File: config.mk
export PLATFORM = sky130hd
export DESIGN_NAME = qr_grid_sampler
export DESIGN_NICKNAME = d
export VERILOG_FILES = /design/src/rtl/qr_pkg.sv /design/src/rtl/qr_grid_addr_gen.sv /design/src/rtl/qr_grid_sampler.sv
export SDC_FILE = /design/constraint.sdc
export NUM_CORES = 1
export LEC_CHECK = 0
export CAP_MARGIN = 20
export CORE_AREA = 2 2 166 168
export CTS_BUF_LIST = sky130_fd_sc_hd__clkbuf_4 sky130_fd_sc_hd__clkbuf_8 sky130_fd_sc_hd__clkbuf_16
export CTS_CLUSTER_DIAMETER = 60
export DETAILED_ROUTE_END_ITERATION = 8
export DIE_AREA = 0 0 168 170
export SLEW_MARGIN = 10
export SYNTH_ARGS = -nofsm -noshare
export SYNTH_HDL_FRONTEND = slang
export SYNTH_HIERARCHICAL = 1
export SYNTH_SLANG_ARGS = --single-unit
export TNS_END_PERCENT = 100
File: constraint.sdc
create_clock -name clk_in -period 7.7 [get_ports clk_in]
set_input_delay 1.54 -clock clk_in [delete_from_list [all_inputs] [get_ports clk_in]]
set_output_delay 1.54 -clock clk_in [all_outputs]
set_load 0.02 [all_outputs]
File: src/rtl/qr_pkg.sv
// qr_pkg: shared types and constants for the QR grid sampler.
//   sampler_state_t : FSM state encoding (IDLE, SETUP, SCAN, DRAIN, EMIT, DONE)
//   FINDER_OFFSET   : module index of the finder-pattern centre (3)
//   GRID/IMG_W/IMG_H defaults for a version-1 code in a 320x240 frame
//   COORD_W         : signed width of the grid-corner coordinates
package qr_pkg;

  localparam int GRID_DEF      = 21;
  localparam int IMG_W_DEF     = 320;
  localparam int IMG_H_DEF     = 240;
  localparam int FINDER_OFFSET = 3;

  // Wide enough that cx + (GRID-4)*m cannot overflow for any 9-bit cx and m.
  localparam int COORD_W       = 16;

  typedef logic [2:0] sampler_state_t;

  localparam sampler_state_t S_IDLE  = 3'd0;
  localparam sampler_state_t S_SETUP = 3'd1;
  localparam sampler_state_t S_SCAN  = 3'd2;
  localparam sampler_state_t S_DRAIN = 3'd3;
  localparam sampler_state_t S_EMIT  = 3'd4;
  localparam sampler_state_t S_DONE  = 3'd5;

endpackage

File: src/rtl/qr_grid_addr_gen.sv
// qr_grid_addr_gen: frame-buffer address stepping for the grid sampler.
// Holds the current row base and walks across the row one sample per step.
// Optional feature macro: QR_GRID_SAMPLER_MAJORITY_EN -- three taps per
// module at x-1, x, x+1; tap_last marks the third tap.
// Ports:
//   clk, rst_n      : clock, asynchronous active-low reset
//   load, base      : start a frame at row base 'base'
//   step            : advance to the next sample in the row
//   next_row        : advance the row base by 'stride' and restart the row
//   stride, mod_size: row stride (m*IMG_W) and module size m
//   addr            : registered frame-buffer read address
//   tap_last        : current sample is the last tap of its module
module qr_grid_addr_gen
  import qr_pkg::*;
#(
  parameter int ADDR_W = 17
) (
  input  logic              clk,
  input  logic              rst_n,
  input  logic              load,
  input  logic              step,
  input  logic              next_row,
  input  logic [ADDR_W-1:0] base,
  input  logic [ADDR_W-1:0] stride,
  input  logic [8:0]        mod_size,
  output logic [ADDR_W-1:0] addr,
  output logic              tap_last
);

  logic [ADDR_W-1:0] row_base;
  logic [ADDR_W-1:0] row_base_next;
  logic [ADDR_W-1:0] step_m;

  assign row_base_next = row_base + stride;
  assign step_m        = ADDR_W'(mod_size);

`ifdef QR_GRID_SAMPLER_MAJORITY_EN
  logic [1:0] phase;

  assign tap_last = (phase == 2'd2);

  // Taps run x-1, x, x+1; after the third tap jump m-2 to the next left tap.
  always_ff @(posedge clk or negedge rst_n) begin
    if (!rst_n) begin
      row_base <= '0;
      addr     <= '0;
      phase    <= 2'd0;
    end else if (load) begin
      row_base <= base;
      addr     <= base - ADDR_W'(1);
      phase    <= 2'd0;
    end else if (next_row) begin
      row_base <= row_base_next;
      addr     <= row_base_next - ADDR_W'(1);
      phase    <= 2'd0;
    end else if (step) begin
      if (tap_last) begin
        addr  <= addr + step_m - ADDR_W'(2);
        phase <= 2'd0;
      end else begin
        addr  <= addr + ADDR_W'(1);
        phase <= phase + 2'd1;
      end
    end
  end
`else
  assign tap_last = 1'b1;

  always_ff @(posedge clk or negedge rst_n) begin
    if (!rst_n) begin
      row_base <= '0;
      addr     <= '0;
    end else if (load) begin
      row_base <= base;
      addr     <= base;
    end else if (next_row) begin
      row_base <= row_base_next;
      addr     <= row_base_next;
    end else if (step) begin
      addr <= addr + step_m;
    end
  end
`endif

endmodule

File: src/rtl/qr_grid_sampler.sv
// qr_grid_sampler: samples a thresholded frame at every QR module centre and
// emits the bit grid one row at a time.
// Optional feature macro: QR_GRID_SAMPLER_MAJORITY_EN -- 2-of-3 majority over
// x-1, x, x+1 per module, 3*GRID scan cycles per row, 1-pixel wider bounds.
// Ports:
//   clk_in, rst_n_in     : clock, asynchronous active-low reset
//   start_in             : start pulse (from mod_size_valid), IDLE only
//   center_x_in/_y_in    : top-left finder centre, latched on start
//   mod_size_in          : module size in pixels, latched on start
//   pixel_addr_out       : BRAM read address y*IMG_W+x
//   pixel_data_in        : BRAM read data, READ_LATENCY cycles after address
//   row_out/row_index_out: sampled row (bit c = column c) and its number
//   row_valid_out        : one-cycle row strobe
//   busy_out             : frame in progress
//   done_out/error_out   : end-of-frame pulse, error if grid out of bounds
module qr_grid_sampler
  import qr_pkg::*;
#(
  parameter int GRID         = GRID_DEF,
  parameter int IMG_W        = IMG_W_DEF,
  parameter int IMG_H        = IMG_H_DEF,
  parameter int ADDR_W       = 17,
  parameter int READ_LATENCY = 2
) (
  input  logic              clk_in,
  input  logic              rst_n_in,
  input  logic              start_in,
  input  logic [8:0]        center_x_in,
  input  logic [8:0]        center_y_in,
  input  logic [8:0]        mod_size_in,
  output logic [ADDR_W-1:0] pixel_addr_out,
  input  logic              pixel_data_in,
  output logic [GRID-1:0]   row_out,
  output logic [4:0]        row_index_out,
  output logic              row_valid_out,
  output logic              busy_out,
  output logic              done_out,
  output logic              error_out
);

`ifdef QR_GRID_SAMPLER_MAJORITY_EN
  localparam int TAPS   = 3;
  localparam int MARGIN = 1;
`else
  localparam int TAPS   = 1;
  localparam int MARGIN = 0;
`endif

  localparam int SCAN_LEN = TAPS * GRID;
  localparam int SCAN_CW  = $clog2(SCAN_LEN + 1);
  localparam int DRAIN_CW = $clog2(READ_LATENCY + 1);

  localparam logic [SCAN_CW-1:0]  SCAN_LAST  = SCAN_CW'(SCAN_LEN - 1);
  localparam logic [DRAIN_CW-1:0] DRAIN_LAST = DRAIN_CW'(READ_LATENCY - 1);
  localparam logic [4:0]          ROW_LAST   = 5'(GRID - 1);

  localparam logic signed [COORD_W-1:0] OFF_S    = COORD_W'(FINDER_OFFSET);
  localparam logic signed [COORD_W-1:0] LAST_S   = COORD_W'(GRID - 1 - FINDER_OFFSET);
  localparam logic signed [COORD_W-1:0] MARGIN_S = COORD_W'(MARGIN);
  localparam logic signed [COORD_W-1:0] IMG_W_S  = COORD_W'(IMG_W);
  localparam logic signed [COORD_W-1:0] IMG_H_S  = COORD_W'(IMG_H);
  localparam logic [ADDR_W-1:0]         IMG_W_A  = ADDR_W'(IMG_W);

  sampler_state_t state;
  logic                setup_p1;
  logic [SCAN_CW-1:0]  scan_cnt;
  logic [DRAIN_CW-1:0] drain_cnt;
  logic [4:0]          row;
  logic                err;

  logic [8:0] cx, cy, m;
  logic signed [COORD_W-1:0] cx_s, cy_s, m_s;
  logic signed [COORD_W-1:0] x_first, x_last, y_first, y_last;
  logic [ADDR_W-1:0] row_stride;
  logic [ADDR_W-1:0] row_base0;
  logic              oob;

  logic [READ_LATENCY-1:0] tag_vld, tag_last;
  logic                    tap_last;
  logic                    shift_en;
  logic                    sample;
  logic [GRID-1:0]         shreg, shreg_next;

  logic addr_load, addr_step, addr_next_row;

  assign cx_s = $signed(COORD_W'(cx));
  assign cy_s = $signed(COORD_W'(cy));
  assign m_s  = $signed(COORD_W'(m));

  assign oob = (m == 9'd0) || (x_first < MARGIN_S) || y_first[COORD_W-1] ||
               (x_last + MARGIN_S >= IMG_W_S) || (y_last >= IMG_H_S);

  // Only meaningful when in bounds, where both corners are non-negative.
  assign row_base0 = ADDR_W'(y_first) * IMG_W_A + ADDR_W'(x_first);

  assign addr_load     = (state == S_SETUP) && setup_p1 && !oob;
  assign addr_step     = (state == S_SCAN) && (scan_cnt != SCAN_LAST);
  assign addr_next_row = (state == S_EMIT) && (row != ROW_LAST);

  qr_grid_addr_gen #(
    .ADDR_W (ADDR_W)
  ) u_addr_gen (
    .clk      (clk_in),
    .rst_n    (rst_n_in),
    .load     (addr_load),
    .step     (addr_step),
    .next_row (addr_next_row),
    .base     (row_base0),
    .stride   (row_stride),
    .mod_size (m),
    .addr     (pixel_addr_out),
    .tap_last (tap_last)
  );

  assign shift_en = tag_vld[READ_LATENCY-1] & tag_last[READ_LATENCY-1];

`ifdef QR_GRID_SAMPLER_MAJORITY_EN
  logic [1:0] tap_buf;

  function automatic logic maj3(input logic a, input logic b, input logic c);
    return (a & b) | (a & c) | (b & c);
  endfunction

  assign sample = maj3(tap_buf[1], tap_buf[0], pixel_data_in);

  always_ff @(posedge clk_in) begin
    if (tag_vld[READ_LATENCY-1] && !tag_last[READ_LATENCY-1])
      tap_buf <= {tap_buf[0], pixel_data_in};
  end
`else
  assign sample = pixel_data_in;
`endif

  // New samples enter at the top so column 0 ends at bit 0 after GRID shifts.
  assign shreg_next = {sample, shreg[GRID-1:1]};

  // Stage p0: latch frame parameters, corner coordinates and returned bits
  always_ff @(posedge clk_in) begin
    if (state == S_IDLE && start_in) begin
      cx <= center_x_in;
      cy <= center_y_in;
      m  <= mod_size_in;
    end
    if (state == S_SETUP && !setup_p1) begin
      x_first    <= cx_s - m_s * OFF_S;
      x_last     <= cx_s + m_s * LAST_S;
      y_first    <= cy_s - m_s * OFF_S;
      y_last     <= cy_s + m_s * LAST_S;
      row_stride <= ADDR_W'(m) * IMG_W_A;
    end
    if (shift_en)
      shreg <= shreg_next;
  end

  // Stage p1: control FSM, read tags and registered outputs
  always_ff @(posedge clk_in or negedge rst_n_in) begin
    if (!rst_n_in) begin
      state         <= S_IDLE;
      setup_p1      <= 1'b0;
      scan_cnt      <= '0;
      drain_cnt     <= '0;
      row           <= 5'd0;
      err           <= 1'b0;
      tag_vld       <= '0;
      tag_last      <= '0;
      busy_out      <= 1'b0;
      done_out      <= 1'b0;
      error_out     <= 1'b0;
      row_valid_out <= 1'b0;
      row_out       <= '0;
      row_index_out <= 5'd0;
    end else begin
      done_out      <= 1'b0;
      error_out     <= 1'b0;
      row_valid_out <= 1'b0;

      tag_vld[0]  <= (state == S_SCAN);
      tag_last[0] <= tap_last;
      for (int i = 1; i < READ_LATENCY; i++) begin
        tag_vld[i]  <= tag_vld[i-1];
        tag_last[i] <= tag_last[i-1];
      end

      case (state)
        S_IDLE: begin
          if (start_in) begin
            state    <= S_SETUP;
            setup_p1 <= 1'b0;
            busy_out <= 1'b1;
            err      <= 1'b0;
            row      <= 5'd0;
          end
        end
        S_SETUP: begin
          if (!setup_p1) begin
            setup_p1 <= 1'b1;
          end else begin
            setup_p1 <= 1'b0;
            if (oob) begin
              err   <= 1'b1;
              state <= S_DONE;
            end else begin
              scan_cnt <= '0;
              state    <= S_SCAN;
            end
          end
        end
        S_SCAN: begin
          if (scan_cnt == SCAN_LAST) begin
            drain_cnt <= '0;
            state     <= S_DRAIN;
          end else begin
            scan_cnt <= scan_cnt + SCAN_CW'(1);
          end
        end
        S_DRAIN: begin
          // The last column's bit arrives in the final drain cycle.
          if (drain_cnt == DRAIN_LAST) begin
            row_out       <= shreg_next;
            row_index_out <= row;
            row_valid_out <= 1'b1;
            state         <= S_EMIT;
          end else begin
            drain_cnt <= drain_cnt + DRAIN_CW'(1);
          end
        end
        S_EMIT: begin
          if (row == ROW_LAST) begin
            state <= S_DONE;
          end else begin
            row      <= row + 5'd1;
            scan_cnt <= '0;
            state    <= S_SCAN;
          end
        end
        S_DONE: begin
          done_out  <= 1'b1;
          error_out <= err;
          busy_out  <= 1'b0;
          state     <= S_IDLE;
        end
        default: state <= S_IDLE;
      endcase
    end
  end

endmodule
== Yosys cells after proc, flatten, opt, wreduce, memory -nomap -nowiden ==
Index checks and enable logic that the tools add are counted.

* Register bits: 208
* Bits in latches: 0
* RAM bits: 0
* Memory bits (read-only): 0
* Memories: 0

* Add/subtract/negate cells: 10
* $mul: 4
* Div/mod/pow operators: 0
* Magnitude comparators: 3
* Eq/ne operators: 19
* Shift operators: 0
* Mux-type cells: 35
* Bitwise gates (word level): 1
* Reductions and logical operators: 29

{| class="wikitable"
|+ Operators with widths
! kind !! count
|-
| 2-to-1 mux 17 bit || 5
|-
| adder 17 bit || 2
|-
| 2-to-1 mux 5 bit || 6
|-
| 2-to-1 mux 3 bit || 6
|-
| adder 17 x 9 -> 17 bit || 1
|-
| multiplier 17 x 3 -> 11 bit (second input constant) || 1
|-
| adder 10 x 16 -> 16 bit || 1
|-
| greater-or-equal comparator 16 x 10 -> 1 bit (second input constant) || 1
|-
| greater-or-equal comparator 16 x 9 -> 1 bit (second input constant) || 1
|-
| < comparator 16 x 1 -> 1 bit (second input constant) || 1
|-
| != test 2 bit (second input constant) || 8
|-
| subtractor 10 x 16 -> 16 bit || 1
|-
| adder 9 x 14 -> 15 bit || 1
|-
| case mux 3 bit (5 select lines) || 1
|-
| case mux 5 bit (3 select lines) || 1
|-
| multiplier 9 x 5 -> 14 bit (second input constant) || 1
|-
| subtractor 9 x 11 -> 12 bit || 1
|-
| multiplier 9 x 2 -> 11 bit (second input constant) || 1
|-
| multiplier 9 x 3 -> 11 bit (second input constant) || 1
|-
| adder 5 x 1 -> 5 bit (second input constant) || 2
|-
| equality test 5 bit (second input constant) || 2
|-
| != test 5 bit (second input constant) || 2
|-
| case mux 5 bit (2 select lines) || 1
|-
| nonzero test 2 bit || 5
|-
| 21 further kinds || 48
|}

== Logic depth before layout (Yosys ltp) ==
Gate-level depths: netlist of run 1.

* Depth in word-level cells: 8
* Depth in mapped cells: 15

== Hierarchy ==
Netlist of run 1, hierarchy kept.

{| class="wikitable"
|+ Modules (own cells, without submodules)
! module !! instances !! cells an instance !! area each (um2) !! sequential area each (um2)
|-
| qr_grid_sampler || 1 || 802 || 9,013.6 || 4,459.3
|-
| qr_grid_addr_gen || 1 || 333 || 2,866.5 || 850.8
|}

== Worst setup path before layout of run 1 ==
Ideal clock, no wire load.

* Path type: reg-to-reg
* Start: register state[1]
* End: register row_stride[10] (enable)
* Library setup time: 478 ps
* Arrival: 3,324 ps
* Required time: 7,222 ps
* Path slack: 3,898 ps
* Stages on the path, launching flop included: 4
* Buffers on the path: 1
* Period minus slack after synthesis: 3,802 ps
* Path through: dfrtp_1 buf_1 nand3b_1 nor2_1

* Cells in the longest elaborated chain, start to end: 2

{| class="wikitable"
|+ Ends and longest elaborated chain
! what !! line !! source
|-
| from (decl) || qr_grid_sampler.sv:64 || <nowiki>sampler_state_t state;</nowiki>
|-
| from (signal assigned) || qr_grid_sampler.sv:158 || <nowiki>state <= S_IDLE;</nowiki>
|-
| from (signal assigned) || qr_grid_sampler.sv:187 || <nowiki>state <= S_SETUP;</nowiki>
|-
| from (signal assigned) || qr_grid_sampler.sv:201 || <nowiki>state <= S_DONE;</nowiki>
|-
| equality test 3 x 1 -> 1 bit || qr_grid_sampler.sv:144 || <nowiki>if (state == S_SETUP && !setup_p1) begin</nowiki>
|-
| logical AND 1 bit || qr_grid_sampler.sv:144 ||
|-
| to (signal assigned) || qr_grid_sampler.sv:149 || <nowiki>row_stride <= ADDR_W'(m) * IMG_W_A;</nowiki>
|-
| to (decl) || qr_grid_sampler.sv:74 || <nowiki>logic [ADDR_W-1:0] row_stride;</nowiki>
|}

No other way between the ends.
A chain may end at the register's enable or synchronous reset.

== Worst setup path in the final report of run 1 ==
* Start: register m[1]
* End: register y_first[10], data pin

* Cells in the longest elaborated chain, start to end: 2

{| class="wikitable"
|+ Ends and longest elaborated chain
! what !! line !! source
|-
| from (decl) || qr_grid_sampler.sv:71 || <nowiki>logic [8:0] cx, cy, m;</nowiki>
|-
| from (signal assigned) || qr_grid_sampler.sv:142 || <nowiki>m <= mod_size_in;</nowiki>
|-
| multiplier 9 x 2 -> 11 bit || qr_grid_sampler.sv:147 || <nowiki>y_first <= cy_s - m_s * OFF_S;</nowiki>
|-
| subtractor 9 x 11 -> 12 bit || qr_grid_sampler.sv:147 ||
|-
| to (signal assigned) || qr_grid_sampler.sv:147 ||
|-
| to (decl) || qr_grid_sampler.sv:73 || <nowiki>logic signed [COORD_W-1:0] x_first, x_last, y_first, y_last;</nowiki>
|}

No other way between the ends.

==> results of run 1 <==
-- synthesized netlist by cell type (all sizes together), types with 4 or more instances --
cell type	n	area, sq um
o211ai	9	72.6
mux2i	5	50.1
buf	7	38.8
o311ai	8	77.6
and3	10	68.8
a222oi	4	40.0
a22oi	4	35.0
nor2	75	282
o21a	24	180
a31oi	9	56.3
a21o	26	198
o22a	6	52.6
o31ai	10	93.8
a21oi	74	374
xnor2	45	394
nor2b	17	106
nand3	33	165
o41ai	4	35.0
clkbuf	20	75.1
or2	7	43.8
ha	126	1580
nand4	6	37.5
nor3	18	90.1
inv	53	199
or3	7	48.8
a211oi	13	103
dfrtp	85	2130
nor4	4	25.0
edfxtp	106	3180
nand2b	15	96.3
o21ai	50	254
xor2	34	298
a22o	5	43.8
nand2	129	484
fa	11	220
o31a	10	87.6
a221oi	4	35.0
and2	6	37.5
o21bai	7	52.6
-- path summary, 6_finish.rpt --
kind | from | to | slack [ns]
max reg2reg | m[1] | y_first[10] | 4.02
min reg2reg | tag_vld[0] | tag_vld[1] | 0.35
min | tag_vld[0] | tag_vld[1] | 0.35
min in group asynchronous | rst_n_in | row_out[7] | 0.97
max | m[1] | y_first[10] | 4.02
max in group asynchronous | rst_n_in | u_addr_gen/addr[0] | 5.60
-- critical path: stages, from the launching register on --
cell and delay (ns):
edfxtp_1 0.59, ha_1 0.29, inv_1 0.07, fa_1 0.40
nand2b_1 0.18, and3b_1 0.20, nor3_1 0.17, nor2_1 0.07
xor2_1 0.19, ha_1 0.31, and2_1 0.21, and4b_2 0.25
o21ai_0 0.17, a32oi_1 0.14, xor2_1 0.17
-- metal layers --
layer	vias to the layer above	share of wire	wire length, um	global-route usage
li1	4348	-	-	-
met1	4201	0.49	13500	0.280
met2	178	0.47	13000	0.333
met3	23	0.031	868	0.0284
met4	0	0.015	425	0.0522
met5	-	0	0	0
-- flip-flops by register name, summed over array words and instances (netlist names), 10 cells and up --
name                 count
row_out                 21
shreg                   20
u_addr_gen/addr         17
u_addr_gen/row_base     17
x_first                 15
y_last                  12
row_stride              11
y_first                 11
x_last                  10
-- cells by family after synthesis --
family / Yosys count
muxes: 7
DFF: 191
other: 2
and+or+nand+nor: 343
adders and majority gates: 138
xor gates and xnor gates: 79
buffers and inverters: 80
AOI/OAI and AO/OA: 295
-- metrics by stage --
| stage | util | worst slack [ns] |
|---|---|---|
| final | 0.515 | 4.02 |
| after global routing | 0.515 | 3.76 |
| after CTS | 0.515 | 4.04 |
| after detailed placement | 0.491 | 4.07 |
| after global placement | 0.491 | 4.12 |
| after floorplan | - | 3.90 |
-- final cells by class --
| type | count | area share |
|---|---|---|
| repair buffers | 86 | 0.0609 |
| clock buffers | 17 | 0.0310 |
| inverters | 53 | 0.0145 |
| flip-flops and latches | 191 | 0.387 |
| multi-input cells | 872 | 0.459 |
| clock inverters | 15 | 0.0167 |
| well taps | 341 | 0.0311 |
-- power breakdown --
group,internal (mW),switching (mW)
Clock,0.464,0.498
Sequential,1.58,0.303
Combinational,1.70,2.17
Total,3.74,2.97
==> summary.txt, run 1 <==
Outcome
  • Status: complete, no violations

Placement
  • HPWL Detailed: about 21000 um
  • Post-DP Area: 13100 sq um
  • Final Wtd Congestion: around 0.86
  • PortBufs: slightly below 80
  • Placed insts: ~1500

Drt
  • Final ANT Viol Nets: 0
  • Routed WL per cell: about 18 um
  • Via/cell ratio: 5.56
  • Detailed Routing Iterations Pass 1: 5
  • DRC: 0
  • Drt initial violations: roughly 800
  • Final wirelength: 27800 um
  • Vias: ~8800

Final layout
  • Layout cell share with drive strength beyond 1: 0.0632
  • Multi-input logic area: 6310 sq um
  • Ant. Diodes: 0
  • Non-filler instance count after layout: approximately 1600
  • Number of fill cells in the layout: about 2400
  • Most frequent cells in the layout: nand2_1, ha_1, edfxtp_1, dfrtp_1, clkdlybuf4s50_1
  • Final Cell Area: about 14000 sq um
  • Register area: around 5300 sq um
  • Commonest non-fill, non-tap cell in the layout: nand2_1
  • Nets: 1389
  • Area growth syn-to-layout: 15.6%

Yosys
  • Distinct cells, synth: 93
  • Register area share after synthesis: 0.447
  • Largest family of logic cells by synthesized area: compound AO/OA/AOI/OAI gates
  • Synth Instances: ~1100
  • Ys async rst share: 0.445
  • Post-synthesis average cell area: roughly 10 sq um
  • Synth warn: 6
  • Post-synthesis compound-gate area fraction: 0.173
  • #FFs+latches synth: between 150 and 200
  • Post-synthesis cell area: 11900 sq um
  • Post-synthesis simple-gate area fraction: 0.137
  • Synth Area in Adders: 0.152
  • Post-synth EDFFs: 106
  • Mux share of post-synthesis cell area: 0.00611
  • Main flop type after synthesis: edfxtp_1
  • Xor/xnor cell area share of the yosys netlist: 0.0582

Floorplan
  • Core area: approximately 27000 sq um
  • I/O pin cnt: roughly 80
  • DIE AREA: about 29000 sq um
  • Die height: roughly 170 um
  • Die X-Extent: ~170 um
  • Site Rows: 60
  • Initial core utilization: 0.446

STA
  • Max Slew Vio Count: 0
  • Setup violators final: 0
  • Tightest Pin Transition: ~0.88 ns
  • Fin. Hold Viols: 0
  • Rel. slew slack: 0.415
  • Crit path time final: 3.68 ns
  • Hold slack final: around 0.35 ns
  • Fmax: around 270 MHz
  • Setup TNS: 0 ns
  • Worst Skew: 0.0152 ns
  • Period utilisation layout: 0.478
  • RSZ-0062 raised after global routing: no

Clocking
  • CTS Buf Count: 17
  • CTS Hold Bufs: 0
  • TritonCTS clock tree: yes
  • Longest Clk Path Bufs: 2
  • # Post-CTS Setup Buffers: 0
  • Sink Count: around 190
  • Clock Tree Root: clkbuf_16
  • CTS resizes: 0
  • CTS clk-pin slew, worst paths: 0.09 ns
  • Clock network latency to the later pin of the worst-skew pair: 0.44 ns
  • H-tree depth: 4

Global routing
  • Vias in the first global route: 8251
  • Gr usage total: 0.201
  • Initial antenna violation count: 0
  • Largest net degree at the start of global routing: between 60 and 70
  • Total grt overflow: 0
  • First-pass GRT wire length: around 45000 um

Setup path
  • CP required: approximately 7.9 ns
  • CP max FO: 10
  • Reg2reg path depth: 14
  • Startpoint Class: flop
  • Critical path data arrival time: 3.84 ns
  • Kind of critical path: flop to flop
  • Setup crit end kind: flop

Pwr
  • Pwr per Cell Area: 489 nW/um^2
  • Design Power: 6.71 mW
  • Maximum vdd drop: about 0.27 mV
  • Lkg Pwr: 5.78 nW

Hold path
  • WHS Path Cells: 0
  • Hold Crit Class: flop to flop

Run
  • Max-cap viol count: 0
(Power assumes the default switching activity.)
==> run 2, diff against run 1 <==
Clock period 7.7 ns to 3.4 ns, I/O delays scaled along.
==> summary.txt, run 2 (synthesized netlist as in run 1, its figures left out) <==
Final layout
  • Number of fill cells in the layout: about 2400
  • Ant. Diodes: 0
  • Nets: 1431
  • Register area: about 5300 sq um
  • Largest register by flop count: row_out
  • Multi-input logic area: approximately 6400 sq um
  • Layout cell share with drive strength beyond 1: 0.111
  • Commonest non-fill, non-tap cell in the layout: nand2_1
  • Largest registers: row_out (21), shreg (20)
  • Area growth syn-to-layout: 19.2%
  • Number of flip-flops under the largest register name: 21
  • Most frequent cells in the layout: nand2_1, ha_1, edfxtp_1, dfrtp_1, clkdlybuf4s50_1

Floorplan
  • Initial core utilization: 0.446
  • Die X-Extent: 168 um
  • Die height: around 170 um
  • DIE AREA: between 20000 and 30000 sq um
  • I/O pin cnt: between 70 and 80
  • Site Rows: 60
  • Core area: 26700 sq um

Clocking
  • Sink Count: about 190
  • Clock network latency to the later pin of the worst-skew pair: around 0.44 ns
  • CTS Buf Count: 17
  • CTS Hold Bufs: 0
  • TritonCTS clock tree: yes
  • Longest Clk Path Bufs: 2
  • Clock Tree Root: clkbuf_16
  • H-tree depth: 4
  • CTS clk-pin slew, worst paths: 0.08 ns

STA
  • Fin. Hold Viols: 0
  • Fmax: 301 MHz
  • RSZ-0062 raised after global routing: yes
  • Worst Skew: 0.0147 ns
  • Rel. slew slack: 0.344
  • Period utilisation layout: 0.977
  • Max Slew Vio Count: 0
  • Tightest Pin Transition: around 0.98 ns
  • Setup violators final: 0
  • Worst Slack Setup Final: roughly 0.078 ns
  • Crit path time final: 3.32 ns

Pwr
  • Maximum vdd drop: roughly 0.54 mV
  • Int Power: between 8 and 9 mW
  • Sw power: 6.89 mW
  • Design Power: 15.8 mW
  • Clock power share: 0.138
  • Sequential power share: 0.265
  • Switching Fraction: 0.436
  • Pwr per Cell Area: between 1000 and 1500 nW/um^2
  • Lkg Pwr: between 6 and 7 nW
  • Combinational share of power: 0.598

Global routing
  • GR peak layer: met2
  • Initial antenna violation count: 0
  • Gr usage total: 0.205
  • Largest net degree at the start of global routing: 74
  • Total grt overflow: 0
  • Vias in the first global route: approximately 9000
  • First-pass GRT wire length: around 46000 um
  • Met2 usage: 0.352
  • GR Layer Usage met3: 0.0340
  • Met1 Track Usage GR: 0.267

Setup path
  • Setup crit end kind: flop
  • Kind of critical path: flop to flop
  • Startpoint Class: flop
  • CP required: approximately 3.7 ns
  • CP max FO: 2
  • Critical path data arrival time: about 3.6 ns

Drt
  • Routed WL per cell: between 15 and 20 um
  • Detailed Routing Iterations Pass 1: 5
  • Via/cell ratio: 5.58
  • DRC: 0
  • Final ANT Viol Nets: 0
  • Final wirelength: around 29000 um
  • Vias: 9028
  • Drt initial violations: between 600 and 700

Placement
  • Final Wtd Congestion: approximately 0.86
  • Pre-CTS WS: -0.0734 ns
  • HPWL Detailed: approximately 22000 um
  • PortBufs: 77

Outcome
  • Status: complete, no violations

Hold path
  • Hold Crit Class: flop to flop

Run
  • Max-cap viol count: 0
run 2: timing repair:
item / CTS / global route
buffers inserted: 5 / 8
pin swaps: 0 / 11
setup endpoints to repair: 3 / 13
gates resized for setup: 4 / 22
run 2: final timing paths:
path,startpoint,end,slack (ns),depth (start not counted)
max,y_first[3],u_addr_gen/addr[16],0.08,15
min,tag_vld[0],tag_vld[1],0.35,0
max reg2reg,y_first[3],u_addr_gen/addr[16],0.08,15
min reg2reg,tag_vld[0],tag_vld[1],0.35,0
max in group asynchronous,rst_n_in,u_addr_gen/row_base[7],2.32,2
min in group asynchronous,rst_n_in,row_out[7],0.37,1
run 2: worst max-delay path, stage by stage, from the launching register on:
cell,delay (ns)
edfxtp_1,0.42
ha_1,0.33
ha_2,0.20
fa_2,0.34
a21o_1,0.17
a21oi_2,0.15
o21bai_1,0.07
a21oi_1,0.15
xnor2_1,0.14
ha_1,0.27
a21o_1,0.18
a31oi_2,0.17
xnor2_1,0.09
and2_1,0.18
o32ai_2,0.24
nand3_1,0.09
run 2: metrics by stage:
step / cell area, sq um / setup TNS (ns) / util / hold WS, ns / instances
final: 14200 / 0 / 0.532 / 0.354 / 1617
after global routing: 14200 / -0.172 / 0.532 / 0.377 / 1617
after global placement: 13300 / 0 / 0.499 / 0.333 / 1572
after CTS: 14000 / 0 / 0.526 / 0.353 / 1609
after detailed placement: 13300 / -0.103 / 0.499 / 0.335 / 1572
after floorplan: 11900 / 0 / - / 0.331 / 1143
run 2: power groups by stage:
stage	clock network (mW)	logic [mW]	registers (mW)
2_1_floorplan	0	6.32	4.30
3_3_place_gp	0	8.81	4.21
3_5_place_dp	0	8.95	4.23
4_1_cts	2.22	9.05	4.18
5_1_grt	2.32	10.5	4.28
6_report	2.17	9.44	4.18
run 2: cell type report:
class	count	share of cell area
Multi-Input combinational cell	872	0.453
Sequential cell	191	0.375
Timing Repair Buffer	128	0.0821
Tap cell	341	0.0301
Clock buffer	17	0.0300
Clock inverter	15	0.0160
Inverter	53	0.0140
run 2: per-layer routing:
layer | routed length (um) | up-vias
met1 | 13100 | 4382
met5 | 0 | -
met2 | 14100 | 183
met4 | 676 | 0
li1 | - | 4428
met3 | 984 | 35
==> run 3, diff against run 2 <==
Settings changed: REMOVE_ABC_BUFFERS set to 1, TNS_END_PERCENT 100 to 10.
==> summary.txt, run 3 (synthesized netlist as in run 1, its figures left out) <==
Placement
  • PortBufs: 77
  • Placed insts: approximately 1600
  • Final Wtd Congestion: approximately 0.89
  • HPWL Detailed: ~21000 um

Floorplan
  • Site Rows: 60
  • Core area: 26700 sq um
  • I/O pin cnt: 78
  • Die height: about 170 um
  • Initial core utilization: 0.446
  • DIE AREA: 28600 sq um
  • Die X-Extent: 168 um

STA
  • Setup violators final: 0
  • Crit path time final: about 3.3 ns
  • RSZ-0062 raised after global routing: yes
  • Period utilisation layout: 0.969
  • Fmax: around 300 MHz
  • Tightest Pin Transition: ~0.86 ns
  • Fin. Hold Viols: 0
  • Rel. slew slack: 0.422
  • Worst Skew: between 0.01 and 0.015 ns
  • Hold slack final: ~0.26 ns
  • Max Slew Vio Count: 0

Final layout
  • Register area: 5310 sq um
  • Most frequent cells in the layout: nand2_1, ha_1, edfxtp_1, dfrtp_1, clkdlybuf4s50_1
  • Multi-input logic area: 6410 sq um
  • Number of fill cells in the layout: 2363
  • Largest register by flop count: row_out
  • Largest registers: row_out (21), shreg (20)
  • Final design utilization: 0.530
  • Ant. Diodes: 0
  • Number of flip-flops under the largest register name: 21
  • Layout cell share with drive strength beyond 1: 0.107
  • Nets: 1430
  • Area growth syn-to-layout: 18.8%
  • Commonest non-fill, non-tap cell in the layout: nand2_1
  • Non-filler instance count after layout: 1616

Clocking
  • Clock Tree Root: clkbuf_16
  • TritonCTS clock tree: yes
  • CTS Hold Bufs: 0
  • H-tree depth: 4
  • Sink Count: 191
  • Clock network latency to the later pin of the worst-skew pair: 0.44 ns
  • Longest Clk Path Bufs: 2
  • CTS Buf Count: 17
  • CTS clk-pin slew, worst paths: 0.08 ns

Pwr
  • Clock power share: 0.133
  • Sw power: 6.52 mW
  • Lkg Pwr: roughly 6.0 nW
  • Pwr per Cell Area: 1090 nW/um^2
  • Sequential power share: 0.268
  • Combinational share of power: 0.598
  • Switching Fraction: 0.424
  • Int Power: approximately 9 mW
  • Maximum vdd drop: approximately 0.56 mV

Setup path
  • Critical path data arrival time: 3.52 ns
  • Most used cell, CP: ha_1
  • Slowest cell on the critical path: edfxtp_1
  • CP cell instances: buf_4 -> ha_1 -> ha_1 -> inv_1 -> fa_1 -> xnor2_2 -> ha_1 -> or2_2 -> a21oi_1 -> a21oi_1 -> inv_1 -> o41ai_1
  • Setup crit end kind: flop
  • CP bufs+invs: 3
  • Startpoint Class: flop
  • CP max FO: 5
  • CP peak stage delay: around 0.48 ns
  • Kind of critical path: flop to flop
  • CP top delay family: adder cells
  • CP required: roughly 3.6 ns

Drt
  • Vias: 8816
  • Routed WL per cell: ~17 um
  • DRC: 0
  • Final wirelength: 27100 um
  • Drt initial violations: roughly 550
  • Detailed Routing Iterations Pass 1: 5
  • Final ANT Viol Nets: 0
  • Via/cell ratio: 5.46

Run
  • Max-cap viol count: 0

Hold path
  • Hold Crit Class: input port to async pin

Global routing
  • First-pass GRT wire length: 44400 um
  • Initial antenna violation count: 0
  • Gr usage total: 0.196
  • Vias in the first global route: 8601
  • Total grt overflow: 0
  • Largest net degree at the start of global routing: 86

Outcome
  • Status: complete, no violations
[run 3: power by group through the flow]
stage	clock network (mW)	registers (mW)	logic [mW]
after floorplan	0	4.35	6.24
after detailed placement	0	4.18	8.89
after global placement	0	4.16	8.78
final	2.05	4.13	9.20
after global routing	2.20	4.24	10.3
after CTS	2.11	4.13	9.01
[run 3: path summary, 6_finish.rpt]
check / startpoint / endpoint / slack [ns] / cells past startpoint
worst max-delay path: m[1] / y_last[13] / 0.11 / 12
min in group clk_in: tag_last[0] / tag_last[1] / 0.35 / 0
worst max register to register: m[1] / y_last[13] / 0.11 / 12
worst min register to register: tag_last[0] / tag_last[1] / 0.35 / 0
worst min-delay path: rst_n_in / row_index_out[1] / 0.26 / 2
max in group asynchronous: rst_n_in / u_addr_gen/row_base[7] / 2.73 / 2
[run 3: area by class of cell]
class / count / share of cell area
multi-input cells: 872 / 0.454
inverters: 53 / 0.0141
repair buffers: 127 / 0.0828
clock inverters: 12 / 0.00842
flip-flops and latches: 191 / 0.376
clock buffers: 20 / 0.0342
well taps: 341 / 0.0302
[run 3: metal layers]
layer / global-route usage / share of wire
met1: 0.271 / 0.48
met4: 0.0541 / 0.015
met5: 0 / 0
met2: 0.324 / 0.47
met3: 0.0270 / 0.035
[run 3: worst reg2reg max path, cell delays in order (launching register included)]
cell and delay [ns]:
edfxtp_1 0.48, buf_4 0.18, ha_1 0.27, ha_1 0.20
inv_1 0.07, fa_1 0.43, xnor2_2 0.17, ha_1 0.36
or2_2 0.13, a21oi_1 0.05, a21oi_1 0.26, inv_1 0.08
o41ai_1 0.40
[run 3: timing repair]
item | in CTS | in global routing
resized for setup | 3 | 19
endpoints found under the setup margin | 2 | 12
cloned | 0 | 0
setup buffers | 1 | 7
pin swaps | 1 | 16
[run 3: metrics by stage]
stage | total power [mW] | TNS, ns | setup slack [ns] | cell area (sq um)
after floorplan | 10.6 | -24.99 | -0.563 | 11800
after global placement | 12.9 | 0 | 0.00270 | 13400
after detailed placement | 13.1 | -0.0276 | -0.0276 | 13400
after CTS | 15.2 | 0 | 0.00842 | 14000
after global routing | 16.8 | -0.0672 | -0.0376 | 14100
final | 15.4 | 0 | 0.106 | 14100
